File: src/rtl/fetch_pkg.sv
// Shared types and constants for the instruction-fetch stage.
// Holds the fetch FSM state type, default widths and the NOP encoding.
package fetch_pkg;

   localparam int XLEN_DEF    = 32;
   localparam int INSTR_W_DEF = 32;

   // IF/ID contents after reset or flush
   localparam logic [INSTR_W_DEF-1:0] NOP_INSTR = '0;

   typedef enum logic [1:0] {
      FETCH   = 2'd0,
      HOLD    = 2'd1,
      DISCARD = 2'd2
   } fetch_state_t;

endpackage

File: src/rtl/if_id_register.sv
// IF/ID pipeline register: instruction, PC and precomputed PC+1 for decode.
// Clear has priority over load; with neither asserted the register holds.
module if_id_register
   import fetch_pkg::*;
#(
   parameter int XLEN    = XLEN_DEF,
   parameter int INSTR_W = INSTR_W_DEF
) (
   input  logic               clk,
   input  logic               reset,
   input  logic               load,
   input  logic               clear,
   input  logic [INSTR_W-1:0] load_instr,
   input  logic [XLEN-1:0]    load_pc,
   output logic               id_valid,
   output logic [INSTR_W-1:0] id_instr,
   output logic [XLEN-1:0]    id_pc,
   output logic [XLEN-1:0]    id_pc_plus_1
);

   // PC+1 is registered so it reads 0 out of reset and wraps modulo 2^XLEN
   always_ff @(posedge clk or posedge reset) begin
      if (reset) begin
         id_valid     <= 1'b0;
         id_instr     <= INSTR_W'(NOP_INSTR);
         id_pc        <= '0;
         id_pc_plus_1 <= '0;
      end else if (clear) begin
         id_valid <= 1'b0;
         id_instr <= INSTR_W'(NOP_INSTR);
      end else if (load) begin
         id_valid     <= 1'b1;
         id_instr     <= load_instr;
         id_pc        <= load_pc;
         id_pc_plus_1 <= load_pc + XLEN'(1);
      end
   end

endmodule

File: src/rtl/fetch_stage.sv
// Instruction-fetch stage: one request per PC, one-entry stall buffer, flush discard.
// Optional macro FETCH_PERF_CNT_EN adds perf_fetched / perf_stall_cycles counters.
module fetch_stage
   import fetch_pkg::*;
#(
   parameter int XLEN    = XLEN_DEF,
   parameter int INSTR_W = INSTR_W_DEF
) (
   input  logic               clk,
   input  logic               reset,
   input  logic [XLEN-1:0]    pc_in,
   output logic               pc_write,
   output logic               imem_req,
   output logic [XLEN-1:0]    imem_addr,
   input  logic               imem_ready,
   input  logic [INSTR_W-1:0] imem_rdata,
   input  logic               stall,
   input  logic               flush,
   output logic               id_valid,
   output logic [INSTR_W-1:0] id_instr,
   output logic [XLEN-1:0]    id_pc,
   output logic [XLEN-1:0]    id_pc_plus_1
`ifdef FETCH_PERF_CNT_EN
   ,
   output logic [31:0]        perf_fetched,
   output logic [31:0]        perf_stall_cycles
`endif
);

   fetch_state_t       state;
   fetch_state_t       next_state;
   logic [INSTR_W-1:0] hold_instr;
   logic [XLEN-1:0]    hold_pc;
   logic [XLEN-1:0]    kill_addr;
   logic               pc_write_raw;
   logic               req_raw;
   logic               ifid_load;
   logic               ifid_clear;
   logic               buf_capture;
   logic [INSTR_W-1:0] load_instr;
   logic [XLEN-1:0]    load_pc;
   logic               decode_busy;

   assign decode_busy = stall & id_valid;

   // Handshake outputs stay quiet while reset is held
   assign pc_write = pc_write_raw & ~reset;
   assign imem_req = req_raw & ~reset;

   // Flush outranks everything; otherwise the response goes to IF/ID or the hold buffer
   always_comb begin
      next_state   = state;
      pc_write_raw = 1'b0;
      req_raw      = 1'b0;
      imem_addr    = pc_in;
      ifid_load    = 1'b0;
      ifid_clear   = 1'b0;
      buf_capture  = 1'b0;
      load_instr   = imem_rdata;
      load_pc      = pc_in;
      case (state)
         FETCH: begin
            req_raw = 1'b1;
            if (flush) begin
               pc_write_raw = 1'b1;
               ifid_clear   = 1'b1;
               next_state   = imem_ready ? FETCH : DISCARD;
            end else if (imem_ready) begin
               if (decode_busy) begin
                  buf_capture = 1'b1;
                  next_state  = HOLD;
               end else begin
                  ifid_load    = 1'b1;
                  pc_write_raw = 1'b1;
               end
            end else if (!decode_busy) begin
               ifid_clear = 1'b1;
            end
         end
         HOLD: begin
            load_instr = hold_instr;
            load_pc    = hold_pc;
            if (flush) begin
               pc_write_raw = 1'b1;
               ifid_clear   = 1'b1;
               next_state   = FETCH;
            end else if (!stall) begin
               ifid_load    = 1'b1;
               pc_write_raw = 1'b1;
               next_state   = FETCH;
            end
         end
         DISCARD: begin
            req_raw   = 1'b1;
            imem_addr = kill_addr;
            if (flush) begin
               pc_write_raw = 1'b1;
               ifid_clear   = 1'b1;
            end else if (imem_ready) begin
               next_state = FETCH;
            end
         end
         default: next_state = FETCH;
      endcase
   end

   // kill_addr tracks the live request address so DISCARD can keep it stable after redirect
   always_ff @(posedge clk or posedge reset) begin
      if (reset) begin
         state      <= FETCH;
         hold_instr <= INSTR_W'(NOP_INSTR);
         hold_pc    <= '0;
         kill_addr  <= '0;
      end else begin
         state <= next_state;
         if (flush) begin
            hold_instr <= INSTR_W'(NOP_INSTR);
            hold_pc    <= '0;
         end else if (buf_capture) begin
            hold_instr <= imem_rdata;
            hold_pc    <= pc_in;
         end
         if (state == FETCH) begin
            kill_addr <= pc_in;
         end
      end
   end

   if_id_register #(
      .XLEN    (XLEN),
      .INSTR_W (INSTR_W)
   ) u_if_id (
      .clk          (clk),
      .reset        (reset),
      .load         (ifid_load),
      .clear        (ifid_clear),
      .load_instr   (load_instr),
      .load_pc      (load_pc),
      .id_valid     (id_valid),
      .id_instr     (id_instr),
      .id_pc        (id_pc),
      .id_pc_plus_1 (id_pc_plus_1)
   );

`ifdef FETCH_PERF_CNT_EN
   // Free-running counters, wrapping at 2^32
   always_ff @(posedge clk or posedge reset) begin
      if (reset) begin
         perf_fetched      <= '0;
         perf_stall_cycles <= '0;
      end else begin
         if (ifid_load) begin
            perf_fetched <= perf_fetched + 32'd1;
         end
         if (decode_busy) begin
            perf_stall_cycles <= perf_stall_cycles + 32'd1;
         end
      end
   end
`endif

endmodule

File: config.mk
export PLATFORM = sky130hd
export DESIGN_NAME = fetch_stage
export DESIGN_NICKNAME = d
export VERILOG_FILES = /design/src/rtl/fetch_pkg.sv /design/src/rtl/if_id_register.sv /design/src/rtl/fetch_stage.sv
export SDC_FILE = /design/constraint.sdc
export NUM_CORES = 1
export LEC_CHECK = 0
export ABC_CLOCK_PERIOD_IN_PS = 14100
export CAP_MARGIN = 20
export CORE_ASPECT_RATIO = 1.75
export CORE_MARGIN = 5
export CORE_UTILIZATION = 56
export CTS_CLUSTER_DIAMETER = 40
export DETAILED_ROUTE_END_ITERATION = 10
export PLACE_DENSITY_LB_ADDON = 0.08
export SYNTH_ARGS = -nofsm -noshare
export SYNTH_HDL_FRONTEND = slang
export SYNTH_SLANG_ARGS = --single-unit
export TNS_END_PERCENT = 20
File: constraint.sdc
create_clock -name clk -period 14.1 [get_ports clk]
set_clock_uncertainty 0.05 [all_clocks]
set_input_delay 4.23 -clock clk [delete_from_list [all_inputs] [get_ports clk]]
set_output_delay 4.23 -clock clk [all_outputs]
set_load 0.05 [all_outputs]
==> impl_results.md <==
- Worst reg2reg setup slack: 9690 ps
- Worst IR Drop VDD: 0.195 mV
- Outcome: finished, final reports clean
- H-tree Lvls: 4
- Biggest cell delay along the critical path: 830 ps
- Post-synth top flop: dfrtp_1
- Most frequent cells in the layout: nand2_1, clkdlybuf4s50_1, dfrtp_1, o21ai_0, mux2_2
- # hold bufs at CTS: 0
- Worst-Margin Slew: 944 ps
- Io pins: 200
- Worst path cell trace: clkdlybuf4s50_1 -> o21ai_0 -> nand2_1 -> a22oi_1 -> nor3_1 -> clkdlybuf4s50_1
- Row cnt: 63
- Minimum clock period: 10640 ps
- Die X: 109 um
- Congestion Overflow GR: 0
- P_sw: 0.00131 W
- Initial antenna violation count: 0
- # Max-Cap Violations: 0
- RD Place Congestion: between 0.8 and 0.9
- Seq/Total Area, Yosys: around 51%
- Post-route setup TNS: 0 ps
- Area of the multi-input gates: 4410 um2
- Share of power burned in registers: 29.7%
- Share of cells above drive strength 1: 11.8%
- Initial DRC Count: 342
- Final nets: approximately 1200
- Synth-to-layout area growth: 28.0%
- EDFF count, synth: 0
- Post-DRT Antenna Nets: 0
- YS warnings: 0
- Fill count: 1328
- Clock Pin Slew Worst Setup and Hold Paths: 70 ps
- Drt drc: 0
- Tot Pwr: ~0.0028 W
- Total GRT Usage: roughly 25%
- Routed vias/inst: approximately 5.6
- PortBufs: a little under 200
- # setup viols final: 0
- Final WL: 24200 um
- First-pass GRT wire length: 39300 um
- Peak Freq: 0.0940 GHz
- Slew Limit Fails: 0
- Dpl cells: 1336
- Setup CP Type: in -> out
- Clk sinks: 195
- Final period util: 75.4%
- CTS Buf Count: 17
- Worst Path Arrival: ~6400 ps
- Die area: roughly 20000 um2
- Mapped Cells: between 900 and 1000
- Netlist cell types: 51
- Internal power: 0.00153 W
- Routed len/inst: 17.7 um
- Final setup margin: 3460 ps
- Minimum hold slack: 425 ps
- CP max-delay cell: clkdlybuf4s50_1
- Drt first pass iters: 5
- Routed vias: ~7600
- N_diodes: 0
- Comb power frac: 54.2%
- Synthesized Nets: 1040
- Asr flop ratio synth: between 90% and 100%
- Clock Tree Root: clkbuf_16
- Most common cell after layout, fill and taps aside: nand2_1
- Clock share of power: about 16%
- HP Class: reg -> reg
- Flops & latches, synth: 195
- Slew HR: 37.1%
- Syn Area/Cell: 9.90 um2
- Top cell by count, worst path: clkdlybuf4s50_1
- Initial Util: 56.7%
- Post_cts resized: 0
- Switch share: 46.2%
- Largest net degree at the start of global routing: 137
- Vias in the first global route: about 7400
- Register area: slightly below 5000 um2
- Crit end category: output pin
- Final Hold Viols: 0
- Die extent in y: 183 um
- Post-DP HPWL: 16900 um
- Post-Place Worst Slack: 3470 ps
- Post-CTS setup buffer count: 0
- Pwr dens: 232 nW/um2
- Worst endpoint required time: 9820 ps
- Clock latency on the worst-skew pair: 430 ps
- Critical Path Fanout Max: 12
- Core region area: 16900 um2
- Nature of the critical path startpoint: input pin
- Fin cells: approximately 1400
- Critical path's top delay family: buffers and inverters
- Pleak: ~5 nW
- CTS tree: yes
- RSZ-0062 raised after global routing: false
- Cell area after synthesis: 9560 um2
- Crit path buf inv count: 2
- Clock buffer depth: 2
[final timing paths]
check | from | end | depth (start not counted)
worst max register to register | state[1]$_DFFE_PP0P_ | u_if_id.id_pc_plus_1[26]$_DFFE_PP0P_ | 9
min in group asynchronous | reset | u_if_id.id_instr[13]$_DFFE_PP0P_ | 2
worst max-delay path | flush | pc_write | 6
max in group asynchronous | reset | hold_pc[18]$_DFFE_PP0P_ | 3
worst min-delay path | u_if_id.id_pc[23]$_DFFE_PP0P_ | u_if_id.id_pc[23]$_DFFE_PP0P_ | 2
worst min register to register | u_if_id.id_pc[23]$_DFFE_PP0P_ | u_if_id.id_pc[23]$_DFFE_PP0P_ | 2
[layout make-up]
cell class,count,area share (%)
Clock inverter,12,0.767
Multi-Input combinational cell,694,36.0
Timing Repair Buffer,210,16.9
Sequential cell,195,39.9
Clock buffer,20,3.73
Inverter,10,0.368
Tap cell,227,2.32
[stage by stage]
step	utilization (%)	area, um2
4_1_cts	72.6	12200
3_3_place_gp	69.3	11700
5_1_grt	72.6	12200
3_5_place_dp	69.3	11700
6_report	72.6	12200
2_1_floorplan	-	9560
[worst register-to-register path, stage by stage, from the launching register on]
cell and delay, ps:
dfrtp_1 420, inv_1 120, ha_4 160, buf_4 720
buf_4 670, nand4_1 280, a22oi_1 460, nand4_1 600
or2_2 500, a221o_1 310
[cell usage after synthesis, drive strengths merged (4+ instances only)]
| cell | n | area, um2 |
|---|---|---|
| a211oi | 35 | 268 |
| a21oi | 6 | 30.0 |
| a22oi | 7 | 52.6 |
| buf | 15 | 83.8 |
| clkbuf | 52 | 195 |
| dfrtp | 195 | 4880 |
| ha | 5 | 62.6 |
| inv | 10 | 37.5 |
| mux2 | 76 | 856 |
| mux2i | 57 | 571 |
| nand2 | 212 | 796 |
| nand3 | 32 | 165 |
| nand3b | 15 | 138 |
| nand4 | 12 | 75.1 |
| nor2 | 48 | 180 |
| nor3 | 4 | 20.0 |
| nor4 | 5 | 31.3 |
| o211ai | 6 | 45.0 |
| o21ai | 115 | 576 |
| o31ai | 4 | 30.0 |
| or4 | 6 | 45.0 |
| xnor2 | 14 | 123 |
[routing by layer]
layer  share of wire [%]  vias up  global-route usage, %
met2                  50      213                   41.2
met4                 2.1        0                   7.23
met3                 6.7       28                   6.34
met5                   0        -                      0
met1                  41     3668                   32.6
li1                    -     3721                      -
[state kept, by name (all words and copies together) (netlist names)]
signal	flops
hold_instr	32
hold_pc	32
kill_addr	32
u_if_id.id_instr	32
u_if_id.id_pc	32
u_if_id.id_pc_plus_1	32
state	2
u_if_id.id_valid	1
[logic make-up after synthesis]
logic type                 count (synthesis)  synth area share [%]
AOI/OAI and AO/OA                        196                  12.6
xor gates and xnor gates                  17                  1.56
adders and majority gates                  5                 0.654
buffers and inverters                     77                  3.31
DFF                                      195                  51.0
muxes                                    133                  14.9
and+or+nand+nor                          343                  16.0
[power by group through the flow]
| stage | sequential [W] | clock, W | combinational [W] |
|---|---|---|---|
| floorplan | 0.00127 | 0 | 0.000654 |
| global route | 0.000868 | 0.000490 | 0.00163 |
| CTS | 0.000844 | 0.000466 | 0.00155 |
| detailed placement | 0.000853 | 0 | 0.00155 |
| global placement | 0.000848 | 0 | 0.00153 |
| finish | 0.000844 | 0.000457 | 0.00154 |
No activity file was read; power rests on OpenSTA's default activity.
